===== src/rtl/phase_unwrap_pkg.sv =====
// rtl/phase_unwrap_pkg.sv - shared constants and types for the phase unwrap datapath
package phase_pkg;

    localparam int FRAC_BITS = 8;
    localparam int DEG180_Q8 = 46080;
    localparam int DEG360_Q8 = 92160;
    localparam int PHASE_W   = 32;

    typedef logic signed [PHASE_W-1:0] phase_t;

    typedef enum logic {
        FIRST = 1'b0,
        RUN   = 1'b1
    } state_t;

endpackage


===== src/rtl/phase_unwrap_delta_wrap.sv =====
// rtl/phase_unwrap_delta_wrap.sv - combinational wrapped phase difference (cur - prev folded into (-180, +180])
module phase_delta_wrap
    import phase_pkg::*;
#(
    parameter int PH_W = 32
) (
    input  logic signed [PH_W-1:0] i_cur,
    input  logic signed [PH_W-1:0] i_prev,
    output logic signed [PH_W-1:0] o_delta
);

    localparam logic signed [PH_W:0] W_180 = (PH_W+1)'(DEG180_Q8);
    localparam logic signed [PH_W:0] W_360 = (PH_W+1)'(DEG360_Q8);

    logic signed [PH_W:0] w_diff;
    logic signed [PH_W:0] w_wrapped;

    // One extra bit keeps the raw difference exact; a single +/-360 fold suffices for in-range inputs,
    // and an exact -180 step lands on +180.
    always_comb begin
        w_diff    = {i_cur[PH_W-1], i_cur} - {i_prev[PH_W-1], i_prev};
        w_wrapped = w_diff;
        if (w_diff > W_180) begin
            w_wrapped = w_diff - W_360;
        end else if (w_diff <= -W_180) begin
            w_wrapped = w_diff + W_360;
        end
        o_delta = w_wrapped[PH_W-1:0];
    end

endmodule


===== src/rtl/phase_unwrap.sv =====
// rtl/phase_unwrap.sv - phase unwrapper with block-averaged frequency estimate; PHASE_UNWRAP_SAT_EN selects saturating accumulator
module phase_unwrap
    import phase_pkg::*;
#(
    parameter int PH_W     = 32,
    parameter int ACC_W    = 48,
    parameter int AVG_LOG2 = 4
) (
    input  logic                    i_clk,
    input  logic                    i_rst_n,
    input  logic                    i_clear,
    input  logic signed [PH_W-1:0]  i_phase_in,
    input  logic                    i_in_valid,
    output logic                    o_in_ready,
    output logic signed [ACC_W-1:0] o_unwrap_out,
    output logic signed [PH_W-1:0]  o_delta_out,
    output logic                    o_out_valid,
    input  logic                    i_out_ready,
    output logic signed [PH_W-1:0]  o_freq_out,
    output logic                    o_freq_valid,
    output logic                    o_sat_flag
);

    // Sum of 2^AVG_LOG2 PH_W-bit deltas fits exactly in PH_W+AVG_LOG2 bits.
    localparam int SUM_W = PH_W + AVG_LOG2;

    state_t                  r_state;
    logic signed [PH_W-1:0]  r_prev;
    logic signed [PH_W-1:0]  r_delta;
    logic signed [PH_W-1:0]  r_freq;
    logic signed [ACC_W-1:0] r_acc;
    logic signed [SUM_W-1:0] r_sum;
    logic [AVG_LOG2-1:0]     r_cnt;
    logic                    r_out_valid;
    logic                    r_freq_valid;

    logic signed [PH_W-1:0]  w_delta;
    logic                    w_xfer;
    logic signed [ACC_W-1:0] w_acc_next;
    logic signed [SUM_W-1:0] w_sum_next;

    phase_delta_wrap #(
        .PH_W (PH_W)
    ) u_delta_wrap (
        .i_cur   (i_phase_in),
        .i_prev  (r_prev),
        .o_delta (w_delta)
    );

    assign o_in_ready = !i_clear && (!r_out_valid || i_out_ready);
    assign w_xfer     = i_in_valid && o_in_ready;
    assign w_sum_next = r_sum + SUM_W'(w_delta);

`ifdef PHASE_UNWRAP_SAT_EN
    logic                    r_sat;
    logic signed [ACC_W:0]   w_acc_wide;
    logic                    w_sat_hit;

    // Detect signed overflow of the accumulator update and clamp to the rail.
    always_comb begin
        w_acc_wide = (ACC_W+1)'(r_acc) + (ACC_W+1)'(w_delta);
        w_sat_hit  = (w_acc_wide[ACC_W] != w_acc_wide[ACC_W-1]);
        if (!w_sat_hit) begin
            w_acc_next = w_acc_wide[ACC_W-1:0];
        end else if (w_acc_wide[ACC_W]) begin
            w_acc_next = {1'b1, {(ACC_W-1){1'b0}}};
        end else begin
            w_acc_next = {1'b0, {(ACC_W-1){1'b1}}};
        end
    end

    assign o_sat_flag = r_sat;
`else
    assign w_acc_next = r_acc + ACC_W'(w_delta);
    assign o_sat_flag = 1'b0;
`endif

    // FSM, output registers, accumulator and block averager.
    always_ff @(posedge i_clk or negedge i_rst_n) begin
        if (!i_rst_n) begin
            r_state      <= FIRST;
            r_prev       <= '0;
            r_delta      <= '0;
            r_freq       <= '0;
            r_acc        <= '0;
            r_sum        <= '0;
            r_cnt        <= '0;
            r_out_valid  <= 1'b0;
            r_freq_valid <= 1'b0;
`ifdef PHASE_UNWRAP_SAT_EN
            r_sat        <= 1'b0;
`endif
        end else if (i_clear) begin
            // Restart: the next accepted sample re-seeds the accumulator; displayed values are kept.
            r_state      <= FIRST;
            r_prev       <= '0;
            r_sum        <= '0;
            r_cnt        <= '0;
            r_out_valid  <= 1'b0;
            r_freq_valid <= 1'b0;
`ifdef PHASE_UNWRAP_SAT_EN
            r_sat        <= 1'b0;
`endif
        end else begin
            r_freq_valid <= 1'b0;
            if (w_xfer) begin
                r_out_valid <= 1'b1;
                r_prev      <= i_phase_in;
                case (r_state)
                    FIRST: begin
                        r_delta <= '0;
                        r_acc   <= ACC_W'(i_phase_in);
                        r_state <= RUN;
                    end
                    default: begin
                        r_delta <= w_delta;
                        r_acc   <= w_acc_next;
`ifdef PHASE_UNWRAP_SAT_EN
                        if (w_sat_hit) begin
                            r_sat <= 1'b1;
                        end
`endif
                        r_cnt <= r_cnt + 1'b1;
                        if (&r_cnt) begin
                            // Arithmetic shift by dropping the low bits rounds toward -inf.
                            r_freq       <= w_sum_next[SUM_W-1:AVG_LOG2];
                            r_freq_valid <= 1'b1;
                            r_sum        <= '0;
                        end else begin
                            r_sum <= w_sum_next;
                        end
                    end
                endcase
            end else if (i_out_ready) begin
                r_out_valid <= 1'b0;
            end
        end
    end

    assign o_unwrap_out = r_acc;
    assign o_delta_out  = r_delta;
    assign o_out_valid  = r_out_valid;
    assign o_freq_out   = r_freq;
    assign o_freq_valid = r_freq_valid;

endmodule


===== config.mk =====
export PLATFORM = sky130hd
export DESIGN_NAME = phase_unwrap
export DESIGN_NICKNAME = d
export VERILOG_FILES = /design/src/rtl/phase_unwrap_pkg.sv /design/src/rtl/phase_unwrap_delta_wrap.sv /design/src/rtl/phase_unwrap.sv
export SDC_FILE = /design/constraint.sdc
export NUM_CORES = 1
export LEC_CHECK = 0
export ABC_CLOCK_PERIOD_IN_PS = 9200
export BUFFER_PORTS_ARGS = -buffer_cell sky130_fd_sc_hd__clkbuf_2
export CAP_MARGIN = 25
export CORE_ASPECT_RATIO = 1.4
export CORE_MARGIN = 1
export CORE_UTILIZATION = 38
export DETAILED_ROUTE_END_ITERATION = 16
export PLACE_DENSITY_LB_ADDON = 0.05
export SYNTH_ARGS = -nofsm -noshare
export SYNTH_HDL_FRONTEND = slang
export SYNTH_SLANG_ARGS = --single-unit

===== constraint.sdc =====
create_clock -name i_clk -period 9.2 [get_ports i_clk]
set_input_delay 0.92 -clock i_clk [delete_from_list [all_inputs] [get_ports i_clk]]
set_output_delay 0.92 -clock i_clk [all_outputs]
set_load 0.1 [all_outputs]

==> summary.md <==
| Metric | Value |
|---|---|
| Outcome | `finished clean` |
| Ys flop type | `dfrtp_1` |
| Mapped Nets | `1793` |
| Post-layout minimum cycle time | `8680 ps` |
| Die width | `167 um` |
| Syn Inst Count | `1629` |
| Routed Antenna Nets | `0` |
| Reg clk slew, reported paths | `70 ps` |
| Setup Buffers After CTS | `0` |
| Vias | `12900` |
| Final Non-Filler Cells | `2244` |
| Crit path to | `o_unwrap_out[47]` |
| ANT cells | `0` |
| Cell leakage power | `0.00787 uW` |
| Initial core utilization | `38.5%` |
| GR Util met3 | `2.88%` |
| Startpoint types | `input pin` |
| Initial drt markers | `712` |
| Via/cell ratio | `5.74` |
| PwrDens | `322 nW/um2` |
| CP max FO | `10` |
| R2r worst-path depth | `26` |
| Grt met1 use | `28.5%` |
| Setup TNS | `0 ps` |
| Fraction of layout cells with a size suffix above 1 | `16.1%` |
| I/O Buffers | `151` |
| Post-DP HPWL | `35500 um` |
| GRT busiest layer | `met2` |
| Worst VDD drop | `0.000237 V` |
| Peak per-stage delay on the critical path | `660 ps` |
| Clk_lat worst skew | `460 ps` |
| Kind of critical path | `in2reg` |
| Synth Register Bits | `187` |
| Slew @ Worst Pin | `1010 ps` |
| Met2 global-route usage | `43.1%` |
| Slew margin rel. | `32.6%` |
| WL/cell | `20.5 um` |
| RSZ-0062 raised after global routing | `false` |
| H-tree levels | `4` |
| Drt drc | `0` |
| Synth Warn # | `0` |
| CTS root buffer | `clkbuf_16` |
| Die height | `233 um` |
| Gates resized, CTS repair | `0` |
| Tcrit/Tclk final | `94.3%` |
| Total Nets Final | `1922` |
| R2R Setup Slk | `740 ps` |
| Max Clock Freq | `0.115 GHz` |
| Critical path required time | `9530 ps` |
| Most frequent cells in the layout | `dfrtp_1, nand2_1, clkbuf_2` |
| Top-area cell type share of the netlist area | `32.3%` |
| Total grt overflow | `0` |
| Io pins | `153` |
| Reg-to-reg endpoint | `o_unwrap_out[47]` |
| Critical Path End Type | `register` |
| Max Slew Vio Count | `0` |
| Vias in the first global route | `12700` |
| Area grow syn2layout | `13.1%` |
| Initial antenna violation count | `1` |
| Core area | `37600 um2` |
| Sequential area share after synthesis | `32.3%` |
| Post-Route WL | `46100 um` |
| Slowest cell on the critical path | `o31ai_2` |
| Clock sinks | `187` |
| Async set-reset flop share out of synthesis | `100%` |
| Max clock buf depth | `2` |
| FF-to-FF Start | `r_prev[9]` |
| Area leader, netlist | `dfrtp_1` |
| GRT Total Usage | `23.9%` |
| Gpl congestion | `0.912` |
| Cell variety after synth | `87` |
| Fin. Hold Viols | `0` |
| Largest net degree at the start of global routing | `73` |
| CP arrival | `9010 ps` |
| Num CTS Buffers | `17` |
| Cts hold-fix bufs | `0` |
| Synth area leaders | `dfrtp_1, ha_1, xnor2_1, nand2_1, a21oi_1` |
| Max Cap Viol | `0` |
| Mapped cell area | `14500 um2` |
| Row cnt | `84` |
| Clock skew | `14.8 ps` |
| Hold Slack | `429 ps` |
| Hold Crit Class | `in2async` |
| Synth Area per Inst | `8.90 um2` |
| Post-synth EDFFs | `0` |
| Worst setup margin | `521 ps` |
| First-pass GRT wire length | `71300 um` |
| Setup violations, final | `0` |
| Die area | `38900 um2` |
| CTS tree | `yes` |
| Placement Setup Slack | `49.7 ps` |
| CP most frequent cell | `a21o_1` |
| Commonest non-fill, non-tap cell in the layout | `dfrtp_1` |
| Setup crit start | `i_phase_in[9]` |
| DRT Pass-1 Iters | `6` |
| Fin util | `43.6%` |
| Placed cell count | `2211` |
## cells in the mapped netlist, types with 5 or more instances
master	instances
buf_1	8
xnor2_1	78
and4_1	9
o21a_1	12
a21oi_1	117
a211oi_1	15
o21bai_1	15
inv_1	64
mux2i_1	26
nor3_1	24
dfrtp_1	187
nand2_1	167
nand2b_1	20
o31ai_1	40
o211ai_1	11
a31o_2	9
nand4_1	11
a21o_1	66
or3_1	18
a22o_1	58
and3_1	17
ha_1	124
nor4_1	7
a211o_1	5
and2_1	9
nand3_1	30
xor2_1	35
a221oi_1	6
a31oi_1	13
nor2_1	99
or4_1	5
clkbuf_1	56
a311oi_1	8
or2_2	8
nor2b_1	17
mux2_2	29
o21ai_0	109
## through the flow
stage                     total power, uW  instance area, um2
after CTS                            5300               16400
after detailed placement             4530               15800
final                                5280               16400
after global placement               4530               15800
after floorplan                      3720               14500
after global routing                 5610               16400
## routing by layer
layer | vias to the layer above | share of wire (%) | wire length (um)
met1 | 6261 | 43 | 19900
met2 | 259 | 51 | 23400
li1 | 6284 | - | -
met5 | - | 0.024 | 11
met3 | 75 | 2.8 | 1280
met4 | 2 | 3.2 | 1490
## critical path: cells and delay by family
family | cells | cell delay (ps)
AOI/OAI and AO/OA | 18 | 6060
xor gates and xnor gates | 1 | 170
adders and majority gates | 2 | 810
buffers and inverters | 1 | 110
and+or+nand+nor | 4 | 950
## state kept, by name (all words and copies together), names as in the netlist
| register | flops |
|---|---|
| o_freq_valid | 1 |
| r_cnt | 4 |
| r_state | 1 |
| r_sum | 36 |
| r_prev | 32 |
| o_delta_out | 32 |
| o_unwrap_out | 48 |
| o_out_valid | 1 |
| o_freq_out | 32 |
## logic make-up after synthesis
family	synth area share, %
compound gates	26.3
other cells	0.0259
fa+ha+maj	11.1
buf+inv	3.56
xor+xnor	6.98
mux	4.25
simple gates	15.5
flops	32.3
## final cells by class
class / instances / area [um2]
Clock buffer: 20 / 447
Sequential cell: 187 / 4680
Inverter: 64 / 240
Fill cell: 3814 / 21200
Clock inverter: 12 / 119
Multi-Input combinational cell: 1309 / 9330
Tap cell: 473 / 592
Timing Repair Buffer: 179 / 987
## where the power goes
group | switching, uW | leakage (uW) | total (uW) | internal (uW)
sequential | 152 | 0.00247 | 1110 | 963
combinational | 2330 | 0.00513 | 3420 | 1080
clock | 363 | 0.000274 | 746 | 384
## worst min path at each step
stage / startpoint / to / slack, ps / depth (start not counted)
after detailed placement: o_delta_out[23] / o_delta_out[23] / 470 / 2
after global routing: i_rst_n / o_delta_out[7] / 460 / 1
after floorplan: r_sum[26] / r_sum[26] / 460 / 2
after CTS: i_rst_n / r_cnt[3] / 440 / 1
after global placement: o_delta_out[23] / o_delta_out[23] / 460 / 2
final: i_rst_n / o_freq_out[2] / 430 / 1
Power figures use the tool's default switching activity.
